--- src/rtl/pipe_branch_predictor_if.sv ---
// Interface between the RV32 pipeline and the dynamic branch predictor.
// The fetch-stage lookup and the execute-stage resolution share one bundle.
// The pipeline is the master, and the predictor is the slave.
interface pipe_branch_predictor_if #(
    parameter int XLEN = 32
);
    // Fetch-stage lookup
    logic [XLEN-1:0] PCF;
    logic            PredTakenF;
    logic [XLEN-1:0] NextPCF;
    logic [XLEN-1:0] PredTargetF;

    // Execute-stage resolution
    logic            UpdateE;
    logic [XLEN-1:0] PCE;
    logic            JumpE;
    logic            TakenE;
    logic [XLEN-1:0] TargetE;
    logic            PredTakenE;
    logic [XLEN-1:0] PredTargetE;
    logic            MispredictE;
    logic [XLEN-1:0] RedirectPCE;

    // Performance counters
    logic [31:0]     BranchCount;
    logic [31:0]     MispredCount;

    modport master (
        output PCF, UpdateE, PCE, JumpE, TakenE, TargetE, PredTakenE, PredTargetE,
        input  PredTakenF, NextPCF, PredTargetF, MispredictE, RedirectPCE,
               BranchCount, MispredCount
    );

    modport slave (
        input  PCF, UpdateE, PCE, JumpE, TakenE, TargetE, PredTakenE, PredTargetE,
        output PredTakenF, NextPCF, PredTargetF, MispredictE, RedirectPCE,
               BranchCount, MispredCount
    );
endinterface

--- src/rtl/pipe_branch_predictor.sv ---
// Dynamic branch predictor built from a direct-mapped BTB with saturating counters.
// The fetch stage does a combinational lookup on PCF.
// The execute stage trains the table, and it also flags mispredicts with a redirect PC.
// The lookup sees the contents from before any same-cycle update, because there is no bypass.
module pipe_branch_predictor #(
    parameter int XLEN    = 32,
    parameter int INDEX_W = 4,
    parameter int CNT_W   = 2
) (
    input  logic                    clk,
    input  logic                    rst,
    pipe_branch_predictor_if.slave  bp
);
    localparam int ENTRIES = 1 << INDEX_W;
    localparam int TAG_W   = XLEN - 2 - INDEX_W;

    // Counter encodings. MSB set means the entry predicts taken.
    localparam logic [CNT_W-1:0] CNT_MAX = {CNT_W{1'b1}};
    localparam logic [CNT_W-1:0] CNT_WT  = CNT_W'(1) << (CNT_W - 1);
    localparam logic [CNT_W-1:0] CNT_WNT = CNT_WT - CNT_W'(1);

    logic              r_valid  [ENTRIES];
    logic              r_jump   [ENTRIES];
    logic [TAG_W-1:0]  r_tag    [ENTRIES];
    logic [XLEN-1:0]   r_target [ENTRIES];
    logic [CNT_W-1:0]  r_cnt    [ENTRIES];
    logic [31:0]       r_branch_cnt;
    logic [31:0]       r_mispred_cnt;

    logic [INDEX_W-1:0] w_idx_f;
    logic [TAG_W-1:0]   w_tag_f;
    logic [XLEN-1:0]    w_pc4_f;
    logic               w_hit_f;
    logic               w_pred_taken_f;
    logic [XLEN-1:0]    w_pred_target_f;

    logic [INDEX_W-1:0] w_idx_e;
    logic [TAG_W-1:0]   w_tag_e;
    logic               w_hit_e;
    logic               w_mispredict_e;
    logic [XLEN-1:0]    w_redirect_e;

    // Fetch lookup: tag compare, and a taken prediction from the jump bit or the counter MSB
    always_comb begin
        w_idx_f         = bp.PCF[INDEX_W+1:2];
        w_tag_f         = bp.PCF[XLEN-1:INDEX_W+2];
        w_pc4_f         = bp.PCF + XLEN'(4);
        w_hit_f         = r_valid[w_idx_f] && (r_tag[w_idx_f] == w_tag_f);
        w_pred_taken_f  = 1'b0;
        w_pred_target_f = w_pc4_f;
        if (w_hit_f) begin
            w_pred_taken_f  = r_jump[w_idx_f] || r_cnt[w_idx_f][CNT_W-1];
            w_pred_target_f = r_target[w_idx_f];
        end else begin
            w_pred_taken_f  = 1'b0;
            w_pred_target_f = w_pc4_f;
        end
    end

    // Execute resolution: compare the direction and the target, and build the redirect PC
    always_comb begin
        w_idx_e        = bp.PCE[INDEX_W+1:2];
        w_tag_e        = bp.PCE[XLEN-1:INDEX_W+2];
        w_hit_e        = r_valid[w_idx_e] && (r_tag[w_idx_e] == w_tag_e);
        w_mispredict_e = bp.UpdateE &&
                         ((bp.PredTakenE != bp.TakenE) ||
                          (bp.TakenE && (bp.PredTargetE != bp.TargetE)));
        if (bp.TakenE) begin
            w_redirect_e = bp.TargetE;
        end else begin
            w_redirect_e = bp.PCE + XLEN'(4);
        end
    end

    assign bp.PredTakenF   = w_pred_taken_f;
    assign bp.PredTargetF  = w_pred_target_f;
    assign bp.NextPCF      = w_pred_taken_f ? w_pred_target_f : w_pc4_f;
    assign bp.MispredictE  = w_mispredict_e;
    assign bp.RedirectPCE  = w_redirect_e;
    assign bp.BranchCount  = r_branch_cnt;
    assign bp.MispredCount = r_mispred_cnt;

    // Table training and performance counters. Reset clears history and overrides any update.
    always_ff @(posedge clk) begin
        if (rst) begin
            for (int i = 0; i < ENTRIES; i++) begin
                r_valid[i] <= 1'b0;
                r_jump[i]  <= 1'b0;
                r_cnt[i]   <= CNT_WNT;
            end
            r_branch_cnt  <= 32'd0;
            r_mispred_cnt <= 32'd0;
        end else if (bp.UpdateE) begin
            r_branch_cnt  <= r_branch_cnt + 32'd1;
            r_mispred_cnt <= r_mispred_cnt + 32'(w_mispredict_e);
            if (w_hit_e) begin
                if (bp.TakenE) begin
                    if (r_cnt[w_idx_e] != CNT_MAX) begin
                        r_cnt[w_idx_e] <= r_cnt[w_idx_e] + CNT_W'(1);
                    end
                    r_target[w_idx_e] <= bp.TargetE;
                    r_jump[w_idx_e]   <= bp.JumpE;
                end else if (r_cnt[w_idx_e] != '0) begin
                    r_cnt[w_idx_e] <= r_cnt[w_idx_e] - CNT_W'(1);
                end
            end else if (bp.TakenE) begin
                // A taken miss takes over the slot, whatever was there before
                r_valid[w_idx_e]  <= 1'b1;
                r_tag[w_idx_e]    <= w_tag_e;
                r_target[w_idx_e] <= bp.TargetE;
                r_jump[w_idx_e]   <= bp.JumpE;
                r_cnt[w_idx_e]    <= CNT_WT;
            end
        end
    end
endmodule
--- src/flat_wrapper.sv ---
// flat-port wrapper written by rule: the top's interface ports become plain ports
module pipe_branch_predictor_flat 
#(
    parameter int XLEN    = 32,
    parameter int INDEX_W = 4,
    parameter int CNT_W   = 2
)
  (clk, rst, bp_PCF, bp_UpdateE, bp_PCE, bp_JumpE, bp_TakenE, bp_TargetE, bp_PredTakenE, bp_PredTargetE, bp_PredTakenF, bp_NextPCF, bp_PredTargetF, bp_MispredictE, bp_RedirectPCE, bp_BranchCount, bp_MispredCount);
  pipe_branch_predictor_if #(.XLEN(XLEN)) bp_i ();
  input  logic clk;
  input  logic rst;
  input wire logic [$bits(bp_i.PCF)-1:0] bp_PCF;
  input wire logic [$bits(bp_i.UpdateE)-1:0] bp_UpdateE;
  input wire logic [$bits(bp_i.PCE)-1:0] bp_PCE;
  input wire logic [$bits(bp_i.JumpE)-1:0] bp_JumpE;
  input wire logic [$bits(bp_i.TakenE)-1:0] bp_TakenE;
  input wire logic [$bits(bp_i.TargetE)-1:0] bp_TargetE;
  input wire logic [$bits(bp_i.PredTakenE)-1:0] bp_PredTakenE;
  input wire logic [$bits(bp_i.PredTargetE)-1:0] bp_PredTargetE;
  output wire logic [$bits(bp_i.PredTakenF)-1:0] bp_PredTakenF;
  output wire logic [$bits(bp_i.NextPCF)-1:0] bp_NextPCF;
  output wire logic [$bits(bp_i.PredTargetF)-1:0] bp_PredTargetF;
  output wire logic [$bits(bp_i.MispredictE)-1:0] bp_MispredictE;
  output wire logic [$bits(bp_i.RedirectPCE)-1:0] bp_RedirectPCE;
  output wire logic [$bits(bp_i.BranchCount)-1:0] bp_BranchCount;
  output wire logic [$bits(bp_i.MispredCount)-1:0] bp_MispredCount;
  assign bp_i.PCF = bp_PCF;
  assign bp_i.UpdateE = bp_UpdateE;
  assign bp_i.PCE = bp_PCE;
  assign bp_i.JumpE = bp_JumpE;
  assign bp_i.TakenE = bp_TakenE;
  assign bp_i.TargetE = bp_TargetE;
  assign bp_i.PredTakenE = bp_PredTakenE;
  assign bp_i.PredTargetE = bp_PredTargetE;
  assign bp_PredTakenF = bp_i.PredTakenF;
  assign bp_NextPCF = bp_i.NextPCF;
  assign bp_PredTargetF = bp_i.PredTargetF;
  assign bp_MispredictE = bp_i.MispredictE;
  assign bp_RedirectPCE = bp_i.RedirectPCE;
  assign bp_BranchCount = bp_i.BranchCount;
  assign bp_MispredCount = bp_i.MispredCount;
  pipe_branch_predictor #(.XLEN(XLEN), .INDEX_W(INDEX_W), .CNT_W(CNT_W)) u_core (.clk(clk), .rst(rst), .bp(bp_i));
endmodule
--- config.mk ---
export PLATFORM = sky130hd
export DESIGN_NAME = pipe_branch_predictor_flat
export DESIGN_NICKNAME = d
export VERILOG_FILES = /design/src/rtl/pipe_branch_predictor_if.sv /design/src/rtl/pipe_branch_predictor.sv /design/src/flat_wrapper.sv
export SDC_FILE = /design/constraint.sdc
export NUM_CORES = 2
export LEC_CHECK = 0
export CORE_ASPECT_RATIO = 1.5
export CORE_MARGIN = 2
export CORE_UTILIZATION = 54
export DETAILED_ROUTE_END_ITERATION = 12
export HOLD_SLACK_MARGIN = 0.03
export PLACE_DENSITY_LB_ADDON = 0.1
export SYNTH_ARGS = -nofsm -noshare
export SYNTH_HDL_FRONTEND = slang
export SYNTH_SLANG_ARGS = --single-unit
--- constraint.sdc ---
create_clock -name clk -period 8.2 [get_ports clk]
set_clock_uncertainty 0.2 [all_clocks]
set_input_delay 2.46 -clock clk [delete_from_list [all_inputs] [get_ports clk]]
set_output_delay 2.46 -clock clk [all_outputs]
set_load 0.03 [all_outputs]
# == Word level (Yosys, flattened, before mapping) ==
# Memories as Yosys holds them, arrays and structs flattened.
# Index checks and enable logic that the tools add are counted.
# totals
register_bits,64
latch_bits,0
mem_bits_rw,992
rom_bits,0
out_inout_bits,162
elab_cells,72
mem_count,5
# mem_list
name,words,width,rd,rd_ports_with_merged_regs,wr,line_no,rtl
u_core.r_target,16,32,1,0,1,pipe_branch_predictor.sv:25,logic [XLEN-1:0] r_target [ENTRIES];
u_core.r_tag,16,26,2,0,1,pipe_branch_predictor.sv:24,logic [TAG_W-1:0] r_tag [ENTRIES];
u_core.r_cnt,16,2,2,0,16,pipe_branch_predictor.sv:26,logic [CNT_W-1:0] r_cnt [ENTRIES];
u_core.r_jump,16,1,1,0,16,pipe_branch_predictor.sv:23,logic r_jump [ENTRIES];
u_core.r_valid,16,1,2,0,16,pipe_branch_predictor.sv:22,logic r_valid [ENTRIES];
# classes
addsub,6
mul,0
n_div,0
magnitude_cmp,0
n_eq_ne,5
shift,0
n_mux,40
n_bitwise,4
reduce_logical,10
# op_table
cell,n
2-to-1 mux 32 bit,4
"adder 32 x 3 -> 32 bit, second input constant",2
== test 26 bit,2
adder 32 x 1 -> 32 bit,1
"adder 32 x 1 -> 32 bit, second input constant",1
!= test 32 bit,1
2-to-1 mux 1 bit,30
2-to-1 mux 4 bit,3
2-to-1 mux 2 bit,3
logical AND 1 bit,4
OR 1 bit,4
"adder 2 x 1 -> 2 bit, second input constant",1
logical OR 1 bit,2
"!= test 2 bit, second input constant",1
nonzero test 2 bit,1
OR reduction 1 bit,2
OR reduction 2 bit,1
"subtractor 2 x 1 -> 2 bit, second input constant",1
!= test 1 bit,1

# == Longest topological paths before layout ==
# An unclocked memory read counts as a cell.
# logic_depth
word_depth,12
ltp_mapped,15
ltp_nobuf,14

# == Worst setup path before layout ==
# No wires, ideal clock.
# synth_path
path_kind,input to output
start,input port bp_PCF[3]
end,output port bp_NextPCF[2]
t_arrival_ns,5.892
required_ns,5.540
slack_ns,-0.352
cell_stages,11
path_buffers,4
path_cell_list,buf_2 > buf_2 > buf_1 > mux4_2 > mux4_2 > xor2_1 > nor4_1 > nand3_1 > nor4_4 > buf_6 > mux2i_1
# synth_via
elab_chain_cells,5
word_cells_on_any_way,11
# synth_lines
element,line_no,rtl
"start, declared",flat_wrapper.sv:12,input wire logic [$bits(bp_i.PCF)-1:0] bp_PCF;
memory read (16 x 26 bit),--,
== test 26 bit,pipe_branch_predictor.sv:48,w_hit_f = r_valid[w_idx_f] && (r_tag[w_idx_f] == w_tag_f);
logical AND 1 bit,pipe_branch_predictor.sv:48,
2-to-1 mux 32 bit or 2-to-1 mux 1 bit (tied branches),pipe_branch_predictor.sv:51,if (w_hit_f) begin
2-to-1 mux 32 bit (*),pipe_branch_predictor.sv:77,assign bp.NextPCF = w_pred_taken_f ? w_pred_target_f : w_pc4_f;
"end, declared",flat_wrapper.sv:21,output wire logic [$bits(bp_i.NextPCF)-1:0] bp_NextPCF;
# Every way passes the cells marked *; elsewhere a longest branch is shown, timed or not.

# == Final worst setup path ==
# layout_path
start,input port bp_PCF[2]
end,output port bp_PredTargetF[7]
# layout_via
elab_chain_cells,4
word_cells_on_any_way,7
# layout_lines
element,line_no,rtl
memory read (16 x 26 bit),--,
== test 26 bit,pipe_branch_predictor.sv:48,
logical AND 1 bit,pipe_branch_predictor.sv:48,
2-to-1 mux 32 bit (*),pipe_branch_predictor.sv:51,
"end, declared",flat_wrapper.sv:22,output wire logic [$bits(bp_i.PredTargetF)-1:0] bp_PredTargetF;
# Marked as above.

==> results list <==
- For this run, the number of standard cells in the final layout without fillers is 4464.
* Fraction of registers with async set/reset: 0%
- The floorplan has around 130 rows.
- EDFF count, synth: 976
- The tree is rooted in a clkbuf_16.
* Number of instances in the placed design: ~4.3k
- The first global-routing pass estimated between 200 and 250 mm of wire.
* Violated checks: setup timing
- Maxcap violations: 0
- Leading register cell type out of synthesis: edfxtp_1
- The total area inside the core boundary comes to just under 90000 sq um.
* Number of iterations in the first detailed-routing pass: 5
- At the pin with the least slew margin, the transition time is 1.23 ns.
- Initial core utilization: 54.4%
- The cell count after synthesis came out at between 2k and 3k.
- Counting the buffers created by CTS gives 97.
- Floorplan die height: 368 microns
* Number of flip-flops and latches in the synthesized netlist: 1056
* PortBufs: around 300
* Via count of the first global-routing pass: approximately 30k
* Final Net Count: 3375
- Remaining global-route overflow: 0
* CTS Hold Buffers Added: 0
- TritonCTS built the clock tree.
* Worst setup margin: -0.596 ns
- The multi-input combinational cells in the finished layout cover a total of about 16000 sq um.
- The critical path contains buffers and inverters numbering 7 combined.
* P per Cell Area: around 200 nW/um^2
- Drt via density: around 6.6
* Number of filler instances in the final layout: 5882
- The die covers 90600 sq um.
- The H-tree was split into 3 levels.
* 1st-iter DRT viols: 3328
- Entering global routing, the biggest net connects 111 pins.
- In this run the worst path has a maximum fanout of 8.
* Path class of the lowest-slack min-delay path: reg -> reg
- Cell seen most often among critical-path stages: buf_6
* Worst path arrival time: between 6 and 7 ns
* Worst setup slack after placement: -1.15 ns
- On the worst path, the slowest cell contributes a delay of 0.61 ns.
- The kind of cell with the highest combined delay along the critical path is multiplexers.
* Count of unique library cells instantiated by Yosys: 60
* Max-slew violation count: 0
- Source-to-sink clock delay at the later pin of the worst-skew pair: approximately 0.71 ns
- Total setup violations reported at the end of the flow: 65
- Slowest cell on the critical path: or4_4
* Post-synthesis to final-layout area growth: 23.3%
- The synthesized netlist occupies a cell area of ~48000 sq um.
- The count of nets left with antenna violations once routing finished came out at 0.
- For this design the static power due to leakage is between 15 and 20 nW.
- In the final layout, flip-flops and latches occupy between 30000 and 40000 sq um.
- Rel. slew slack: about 18%
* Setup TNS after final layout: -34.53 ns
- Largest vdd supply drop: a little under 0.2 mV
- Number of vias after detailed routing: between 20k and 30k
- Hold Vio Cnt, Final: 0
* Required time of the critical path: between 5 and 6 ns
- Detailed placement finished with a half-perimeter wire length of between 90 and 100 mm.
* Worst setup EP type: output port
- Global routing consumed, over all layers together, roughly a third of the routing resources.
- Type of origin of the critical path: input pin
- For this run, the number of Yosys warnings is 0.
- After clock tree synthesis, the clock-pin slew on the worst setup and hold paths is around 0.06 ns.
* Share of layout cells above drive strength 1: about 33%
* Final worst path period share: 107%
- Type of the setup path with the least slack: in -> out
- The congestion estimate from routability-driven global placement came to about 0.90.
* Number of top-level design ports: 296
* Achievable clock frequency: around 0.11 GHz
- Remaining DRCs: 0
- The clock passes through at most 3 buffers.
- The die is ~250 microns wide.
- Counting every net in the synthesized netlist gives ~2.8k.
- Walking the worst path, the cells encountered are buf_16 > buf_12 > mux4_2 > mux4_2 > xnor2_2 > nand4_1 > or4_4 > buf_6 > nor3_4 > buf_6 > buf_16 > buf_8 > mux2_4 > buf_6.
- Wires add up to 146 mm.
* Sum of internal, switching and leakage power: 0.0120 W
* Total clock sinks: about 1.1k
* Synthesized area per cell: 17.7 sq um
* Sequential area share after synthesis: 64.9%
* Detail-routed net length per standard cell: between 30 and 40 microns
* Run status: finished, violations left
* Minimum period implied by the final worst setup slack: 8.80 ns
- Setup repair after global routing missed its margin: yes
* Number of antenna violations at the first check in global routing: 5
[flip-flops by register name, indices dropped and copies added (netlist names)]
name                    cells
u_core.r_jump              16
u_core.r_cnt               32
u_core.bp.BranchCount      32
u_core.r_valid             16
u_core.bp.MispredCount     32
u_core.r_tag              416
u_core.r_target           512
[final timing paths]
| kind | from | to | slack (ns) | cells past startpoint |
|---|---|---|---|---|
| max reg2reg | u_core.r_tag[11][0] | u_core.r_cnt[3][0] | 4.08 | 8 |
| min reg2reg | u_core.r_valid[0] | u_core.r_valid[0] | 0.29 | 1 |
| max | bp_PCF[2] | bp_PredTargetF[7] | -0.60 | 14 |
| min | u_core.r_valid[0] | u_core.r_valid[0] | 0.29 | 1 |
[synth_stat cells, types with 10 or more instances]
cell / count / area share [%]
a22oi_1: 27 / 0.43
nor2_1: 141 / 1.1
a21oi_1: 26 / 0.27
dfxtp_1: 80 / 3.4
and3_1: 25 / 0.33
nand4_1: 35 / 0.46
nand2_1: 126 / 0.99
clkbuf_1: 78 / 0.61
nor4_1: 11 / 0.14
o21ai_0: 60 / 0.63
or3_1: 18 / 0.24
o2bb2ai_1: 16 / 0.29
xor2_1: 114 / 2.1
a22o_1: 10 / 0.18
mux2_1: 12 / 0.28
nor3_1: 22 / 0.23
xnor2_1: 78 / 1.4
edfxtp_1: 976 / 62
mux4_2: 382 / 18
inv_1: 31 / 0.24
o22ai_1: 23 / 0.30
buf_1: 20 / 0.16
buf_2: 50 / 0.53
mux2i_1: 86 / 1.8
buf_6: 11 / 0.26
mux2_2: 62 / 1.5
nand3_1: 78 / 0.82
o31ai_1: 16 / 0.25
[placed cells by master (no fill, tap or decap), types with 17 or more instances in the layout]
cell	netlist	layout
mux2i_1	86	83
and3_1	25	25
nor2_1	141	124
clkdlybuf4s50_1	0	195
clkinv_1	1	21
xor2_1	114	110
dfxtp_1	80	80
edfxtp_1	976	976
nand2_1	126	126
xnor2_1	78	73
a21oi_1	26	25
or3_1	18	17
buf_6	11	68
a22oi_1	27	27
nor2_4	0	17
mux2_2	62	20
o21ai_0	60	55
mux2_4	0	54
nand4_1	35	35
buf_4	6	232
mux4_2	382	382
bufinv_16	0	20
clkbuf_16	0	98
o22ai_1	23	23
buf_12	0	83
nand3_1	78	77
nor3_1	22	21
[layer usage]
layer / up-vias / wire (microns) / global-route usage [%]
met1: 15300 / 51600 / 40.9
met4: 6 / 8190 / 16.5
li1: 12000 / - / -
met2: 1680 / 73000 / 54.3
met3: 322 / 12800 / 5.73
met5: - / 41 / 0
[worst reg2reg max path, cell delays in order (launching register included)]
cell	delay, ns
edfxtp_1	0.39
mux4_2	0.50
mux4_2	0.51
xnor2_1	0.29
nand3_1	0.15
nor4b_2	0.35
o2111ai_2	0.26
o31a_1	0.56
o31ai_1	0.55
[through the flow]
step / cell area, sq um / hold slack, ns / utilization, %
final: 58700 / 0.287 / 67.1
after global routing: 58700 / 0.297 / 67.1
after CTS: 58700 / 0.288 / 67.1
after detailed placement: 54300 / 0.273 / 62.1
after global placement: 54300 / 0.258 / 62.1
after floorplan: 47800 / 0.243 / -
[where the power goes]
group	total [W]	leakage, nW	internal [W]	switching [W]
Clock	0.00488	1.63	0.00283	0.00205
Combinational	0.00120	8.60	0.000541	0.000659
Sequential	0.00594	9.47	0.00592	0.0000196
[kinds of logic (layout without fill, tap and decap cells)]
logic type / after synthesis / in the layout / share of synthesized area [%]
flops: 1056 / 1056 / 64.9
mux: 542 / 542 / 21.6
simple gates: 489 / 489 / 4.91
compound gates: 210 / 210 / 2.91
buf+inv: 197 / 819 / 1.90
xor+xnor: 192 / 192 / 3.53
fa+ha+maj: 8 / 8 / 0.210
other cells: 0 / 1 / 0
[timing repair]
action                     in CTS  in global routing
setup buffers                  23                  5
gates cloned                    7                  0
gates resized for setup       255                 14
setup endpoints to repair      65                 66
pin swaps                      10                  5
[cell type report]
cell class / count / share of cell area (%)
clock buffer: 109 / 4.25
clock inverter: 73 / 1.57
multi-input combinational: 1441 / 27.7
sequential: 1056 / 52.6
tap: 1147 / 2.44
antenna: 1 / 0.00426
timing repair buffer: 605 / 11.2
inverter: 32 / 0.205
Note: power is estimated with default switching activity, not from simulation.
